$ cat src/rtl/alu_sequencer_if.sv
// Command and response channels between a producer/consumer and the ALU sequencer.
interface alu_sequencer_if #(
  parameter int DW  = 8,
  parameter int RAW = 2
);
  logic           cmd_valid;
  logic           cmd_ready;
  logic           cmd_load;
  logic [2:0]     cmd_op;
  logic [RAW-1:0] cmd_dst;
  logic [RAW-1:0] cmd_srca;
  logic [RAW-1:0] cmd_srcb;
  logic           cmd_use_imm;
  logic [DW-1:0]  cmd_imm;

  logic           rsp_valid;
  logic           rsp_ready;
  logic [DW-1:0]  rsp_data;
  logic [RAW-1:0] rsp_dst;
  logic           rsp_dz;

  // Producer of commands, consumer of responses.
  modport master (
    output cmd_valid, cmd_load, cmd_op, cmd_dst, cmd_srca, cmd_srcb, cmd_use_imm, cmd_imm,
    output rsp_ready,
    input  cmd_ready, rsp_valid, rsp_data, rsp_dst, rsp_dz
  );

  // The sequencer side.
  modport slave (
    input  cmd_valid, cmd_load, cmd_op, cmd_dst, cmd_srca, cmd_srcb, cmd_use_imm, cmd_imm,
    input  rsp_ready,
    output cmd_ready, rsp_valid, rsp_data, rsp_dst, rsp_dz
  );
endinterface

$ cat src/rtl/alu_sequencer.sv
// Register-file sequencer wrapped around an external combinational ALU.
// One command in flight at a time: IDLE accepts, ISSUE lets the ALU settle,
// RESP holds the result until the consumer takes it.
module alu_sequencer #(
  parameter int             DW       = 8,
  parameter int             RAW      = 2,
  parameter logic [DW-1:0]  DZ_VALUE = '1
) (
  input  logic          CLK,
  input  logic          RST,
  alu_sequencer_if.slave bus,
  output logic [DW-1:0] ALU_A,
  output logic [DW-1:0] ALU_B,
  output logic [2:0]    ALU_SEL,
  input  logic [DW-1:0] ALU_OUT
);
  localparam int NREG = 1 << RAW;
  localparam logic [2:0] OP_DIV = 3'b011;

  typedef enum logic [1:0] {IDLE, ISSUE, RESP} state_t;

  typedef struct packed {
    logic [DW-1:0]  data;
    logic [RAW-1:0] dst;
    logic           dz;
  } rsp_t;

  state_t                    state, state_n;
  logic [NREG-1:0][DW-1:0]   rf;
  logic [RAW-1:0]            dst_q;
  rsp_t                      rsp_q;
  logic                      cmd_ready, rsp_valid;
  logic                      dz;
  logic [DW-1:0]             result;

  // Zero divisor is caught here so the ALU's own divide behaviour never leaks out.
  assign dz     = (ALU_SEL == OP_DIV) && (ALU_B == '0);
  assign result = dz ? DZ_VALUE : ALU_OUT;

  assign bus.cmd_ready = cmd_ready;
  assign bus.rsp_valid = rsp_valid;
  assign bus.rsp_data  = rsp_q.data;
  assign bus.rsp_dst   = rsp_q.dst;
  assign bus.rsp_dz    = rsp_q.dz;

  // State register.
  always_ff @(posedge CLK) begin
    if (RST) state <= IDLE;
    else     state <= state_n;
  end

  // Next state and handshake outputs; loads skip ISSUE since no ALU result is needed.
  always_comb begin
    state_n   = state;
    cmd_ready = 1'b0;
    rsp_valid = 1'b0;
    unique case (state)
      IDLE: begin
        cmd_ready = 1'b1;
        if (bus.cmd_valid) state_n = bus.cmd_load ? RESP : ISSUE;
      end
      ISSUE: state_n = RESP;
      RESP: begin
        rsp_valid = 1'b1;
        if (bus.rsp_ready) state_n = IDLE;
      end
      default: state_n = IDLE;
    endcase
  end

  // Datapath: operand launch on accept, writeback at the end of ISSUE.
  // ALU_* and the response register are only written on those events, so they
  // hold through RESP and IDLE.
  always_ff @(posedge CLK) begin
    if (RST) begin
      rf      <= '0;
      ALU_A   <= '0;
      ALU_B   <= '0;
      ALU_SEL <= '0;
      dst_q   <= '0;
      rsp_q   <= '0;
    end else begin
      unique case (state)
        IDLE: begin
          if (bus.cmd_valid) begin
            if (bus.cmd_load) begin
              rf[bus.cmd_dst] <= bus.cmd_imm;
              rsp_q           <= '{data: bus.cmd_imm, dst: bus.cmd_dst, dz: 1'b0};
            end else begin
              ALU_A   <= rf[bus.cmd_srca];
              ALU_B   <= bus.cmd_use_imm ? bus.cmd_imm : rf[bus.cmd_srcb];
              ALU_SEL <= bus.cmd_op;
              dst_q   <= bus.cmd_dst;
            end
          end
        end
        ISSUE: begin
          rf[dst_q] <= result;
          rsp_q     <= '{data: result, dst: dst_q, dz: dz};
        end
        default: ;
      endcase
    end
  end
endmodule

$ cat src/flat_wrapper.sv
// flat-port wrapper written by rule: the top's interface ports become plain ports
module alu_sequencer_flat 
#(
  parameter int             DW       = 8,
  parameter int             RAW      = 2,
  parameter logic [DW-1:0]  DZ_VALUE = '1
)
  (CLK, RST, ALU_A, ALU_B, ALU_SEL, ALU_OUT, bus_cmd_valid, bus_cmd_load, bus_cmd_op, bus_cmd_dst, bus_cmd_srca, bus_cmd_srcb, bus_cmd_use_imm, bus_cmd_imm, bus_rsp_ready, bus_cmd_ready, bus_rsp_valid, bus_rsp_data, bus_rsp_dst, bus_rsp_dz);
  alu_sequencer_if #(.DW(DW), .RAW(RAW)) bus_i ();
  input  logic CLK;
  input  logic RST;
  output logic [DW-1:0] ALU_A;
  output logic [DW-1:0] ALU_B;
  output logic [2:0] ALU_SEL;
  input  logic [DW-1:0] ALU_OUT;
  input wire logic [$bits(bus_i.cmd_valid)-1:0] bus_cmd_valid;
  input wire logic [$bits(bus_i.cmd_load)-1:0] bus_cmd_load;
  input wire logic [$bits(bus_i.cmd_op)-1:0] bus_cmd_op;
  input wire logic [$bits(bus_i.cmd_dst)-1:0] bus_cmd_dst;
  input wire logic [$bits(bus_i.cmd_srca)-1:0] bus_cmd_srca;
  input wire logic [$bits(bus_i.cmd_srcb)-1:0] bus_cmd_srcb;
  input wire logic [$bits(bus_i.cmd_use_imm)-1:0] bus_cmd_use_imm;
  input wire logic [$bits(bus_i.cmd_imm)-1:0] bus_cmd_imm;
  input wire logic [$bits(bus_i.rsp_ready)-1:0] bus_rsp_ready;
  output wire logic [$bits(bus_i.cmd_ready)-1:0] bus_cmd_ready;
  output wire logic [$bits(bus_i.rsp_valid)-1:0] bus_rsp_valid;
  output wire logic [$bits(bus_i.rsp_data)-1:0] bus_rsp_data;
  output wire logic [$bits(bus_i.rsp_dst)-1:0] bus_rsp_dst;
  output wire logic [$bits(bus_i.rsp_dz)-1:0] bus_rsp_dz;
  assign bus_i.cmd_valid = bus_cmd_valid;
  assign bus_i.cmd_load = bus_cmd_load;
  assign bus_i.cmd_op = bus_cmd_op;
  assign bus_i.cmd_dst = bus_cmd_dst;
  assign bus_i.cmd_srca = bus_cmd_srca;
  assign bus_i.cmd_srcb = bus_cmd_srcb;
  assign bus_i.cmd_use_imm = bus_cmd_use_imm;
  assign bus_i.cmd_imm = bus_cmd_imm;
  assign bus_i.rsp_ready = bus_rsp_ready;
  assign bus_cmd_ready = bus_i.cmd_ready;
  assign bus_rsp_valid = bus_i.rsp_valid;
  assign bus_rsp_data = bus_i.rsp_data;
  assign bus_rsp_dst = bus_i.rsp_dst;
  assign bus_rsp_dz = bus_i.rsp_dz;
  alu_sequencer #(.DW(DW), .RAW(RAW), .DZ_VALUE(DZ_VALUE)) u_core (.CLK(CLK), .RST(RST), .bus(bus_i), .ALU_A(ALU_A), .ALU_B(ALU_B), .ALU_SEL(ALU_SEL), .ALU_OUT(ALU_OUT));
endmodule
$ cat config.mk
export PLATFORM = sky130hd
export DESIGN_NAME = alu_sequencer_flat
export DESIGN_NICKNAME = d
export VERILOG_FILES = /design/src/rtl/alu_sequencer_if.sv /design/src/rtl/alu_sequencer.sv /design/src/flat_wrapper.sv
export SDC_FILE = /design/constraint.sdc
export NUM_CORES = 1
export LEC_CHECK = 0
export ABC_AREA = 1
export CELL_PAD_IN_SITES_DETAIL_PLACEMENT = 0
export CELL_PAD_IN_SITES_GLOBAL_PLACEMENT = 1
export CORE_MARGIN = 3
export CORE_UTILIZATION = 33
export CTS_CLUSTER_SIZE = 28
export DETAILED_ROUTE_END_ITERATION = 10
export PLACE_DENSITY = 0.75
export SKIP_LAST_GASP = 1
export SLEW_MARGIN = 20
export SYNTH_ARGS = -nofsm -noshare
export SYNTH_HDL_FRONTEND = slang
export SYNTH_SLANG_ARGS = --single-unit
export TNS_END_PERCENT = 1
$ cat constraint.sdc
create_clock -name CLK -period 1.4 [get_ports CLK]
set_input_delay 0.21 -clock CLK [delete_from_list [all_inputs] [get_ports CLK]]
set_output_delay 0.21 -clock CLK [all_outputs]
set_load 0.005 [all_outputs]
==> impl_metrics.csv <==
group,metric,value,unit
outcome,status,"finished, violations left",
outcome,violations,"negative setup slack",
synthesis,seq_area_frac_synth,36.0,%
setup_path,crit_fanout,2,
sta,max_slew.worst_pin.slew,0.344,ns
sta,finalSetupViolations,20,
cells_and_area,multi_input_area,0.00198,mm2
place,post-dp-hpwl,9520,um
cts,numClockSinks,66,
drt,vias_per_cell,4.97,
cells_and_area,syn2layout_area_growth,40.2,%
global_routing,grt_use_total,21.6,%
cells_and_area,fillers,1105,
synthesis,postSynthCellCount,605,
global_routing,busiest_layer,"met2",
cts,post_cts_buffers,0,
setup_path,crit_arrival,1.30,ns
synthesis,syn_area_per_cell,6.07,um2
cells_and_area,ff_latch_area,0.00132,mm2
setup_path,crit_type,"reg -> out",
global_routing,grt_pass1_wl,21200,um
synthesis,yosysWarnings,0,
job,maxCapViolCount,0,
setup_path,end_kind,"primary output",
setup_path,regToRegSetupSlack,0,ns
die,design.portCount,63,
drt,ant_nets,0,
sta,finalClockSkew,0.00680,ns
drt,initialDrtViolationCount,269,
sta,max_freq,661,MHz
global_routing,grtUsageMet2,34.3,%
drt,routed_wl,13200,um
die,die_h,111,um
die,die-area,0.0124,mm2
synthesis,ys_ff_latch,66,
cts,cts_tree,"yes",
sta,fin_ws,-0.114,ns
power,p_leak,2.43,nW
cells_and_area,diodes,0,
place,place_ws,-0.220,ns
sta,period_needed,1.51,ns
die,core-area,0.0106,mm2
cts,clk_latency,0.36,ns
power,design_power_total,5.30,mW
die,start_util,34.8,%
drt,firstDrtPassIters,6,
cells_and_area,drive_above_1_share,12.4,%
synthesis,ys_types,23,
global_routing,grt_max_degree,33,
power,vdd_drop_max,0.000574,V
place,place.gp.congestion,0.858,
cts,cts_buffers,9,
cts,clk_pin_slew,0.07,ns
global_routing,antenna_found_initial,0,
sta,finalSetupTns,-1.01,ns
drt,drc,0,
cts,ctsRootBufferMaster,"clkbuf_8",
global_routing,met3_usage,4.35,%
cts,cts_max_path_buffers,2,
min_path,hold_class,"reg -> reg",
cts,h-tree-depth,3,
power,powerDensity,1030,mW/mm2
drt,wl_per_cell,15.6,um
sta,hold_violations,0,
setup_path,worstPathRequired,1.19,ns
global_routing,grt_pass1_vias,3996,
drt,dr_total_vias,4215,
global_routing,use_met1,28.6,%
synthesis,syn_area,0.00367,mm2
die,rows,37,
die,die_width,111,um
sta,finalCritPeriodShare,108,%
sta,rsz0062_at_grt,"true",
sta,maxSlewViolCount,0,
place,numPortBuffers,62,
sta,max-slew-margin-rel,76.9,%
global_routing,grt-ovfl-total,0,
setup_path,start_kind,"flip-flop",
synthesis,syn_nets,636,
cells_and_area,final_nets,738,
## cells in the final DEF (no fill, tap or decap), drive strengths merged
master / n
nor3: 8
dlymetal6s2s: 1
nand2: 158
nand3: 31
o21bai: 8
o21ai: 53
bufinv: 3
inv: 58
a21oi: 85
a31oi: 2
clkbuf: 11
dfxtp: 66
nor2: 104
dlygate4sd2: 3
clkdlybuf4s50: 58
clkinv: 3
buf: 60
## synthesized netlist by cell type
library cell	instances	area (um2)
dfxtp_1	66	1320
clkbuf_1	18	67.6
inv_1	56	210
o21ai_0	45	225
a31oi_1	2	12.5
buf_4	2	15.0
nor2_1	103	387
buf_6	2	22.5
clkinv_1	1	3.75
inv_2	2	7.51
nand3_2	3	30.0
nand2_1	157	589
nand3_4	1	17.5
buf_1	1	3.75
o21bai_1	8	60.1
a21oi_1	84	420
nand2_2	1	6.26
nand3_1	27	135
a21oi_2	1	8.76
o21ai_1	8	40.0
nor2_2	1	6.26
nor3_1	8	40.0
buf_2	8	40.0
## metrics by stage
step           instance area, um2  hold slack (ns)  utilization, %  instances
2_1_floorplan                3670            0.374               -        605
3_3_place_gp                 4890            0.458            46.3        832
3_5_place_dp                 4890            0.458            46.3        832
4_1_cts                      5140            0.471            48.7        848
5_1_grt                      5140            0.488            48.7        848
6_report                     5140            0.469            48.7        848
## final timing paths
path	depth (start not counted)	start	to
setup / recovery	2	u_core.ALU_B[5]$_SDFFE_PP0P_	ALU_B[5]
hold / removal	2	u_core.bus.rsp_dz$_SDFFE_PP0P_	u_core.bus.rsp_dz$_SDFFE_PP0P_
setup reg to reg	8	u_core.ALU_B[2]$_SDFFE_PP0P_	u_core.rf[4]$_SDFFE_PP0P_
hold reg to reg	2	u_core.bus.rsp_dz$_SDFFE_PP0P_	u_core.bus.rsp_dz$_SDFFE_PP0P_
## layout make-up
cell class	instances	area share, %
Sequential cell	66	25.7
Tap cell	136	3.31
Clock buffer	11	2.94
Inverter	59	4.31
Clock inverter	5	1.95
Timing Repair Buffer	122	23.2
Multi-Input combinational cell	449	38.6
## logic make-up (layout without fill, tap and decap cells)
family / count (synthesis) / after routing / share of synthesized area, %
AOI/OAI and AO/OA: 148 / 148 / 20.9
and+or+nand+nor: 301 / 301 / 33.0
DFF: 66 / 66 / 36.0
buffers and inverters: 90 / 197 / 10.1
## worst max-delay path, stage by stage (launching register included)
cell and delay [ns]:
dfxtp_1 0.34, buf_4 0.11, clkdlybuf4s50_1 0.50
## state kept, by name, indices dropped and copies added (netlist names)
register             flops
u_core.bus.rsp_data      8
u_core.ALU_B             8
u_core.ALU_SEL           3
u_core.state             2
u_core.ALU_A             8
u_core.bus.rsp_dst       2
u_core.dst_q             2
u_core.rf               32
u_core.bus.rsp_dz        1
## per-layer routing
layer / vias up / share of wire (%) / wire, um
li1: 2134 / - / -
met1: 1917 / 46 / 6070
met2: 135 / 45 / 5950
met3: 29 / 5.9 / 774
met4: 0 / 3.2 / 428
met5: - / 0 / 0
## power by group
group / switching, mW / internal [mW]
Combinational: 0.629 / 0.538
Sequential: 0.0648 / 2.00
Clock: 0.789 / 1.27
## what timing repair did
| item | in CTS | in global routing |
|---|---|---|
| hold buffers | 0 | 0 |
| pin swaps | 0 | 0 |
| setup endpoints to repair | 65 | 74 |
| endpoints found under the hold margin | 0 | 0 |
| resized for setup | 4 | 3 |
Power figures use the tool's default switching activity.
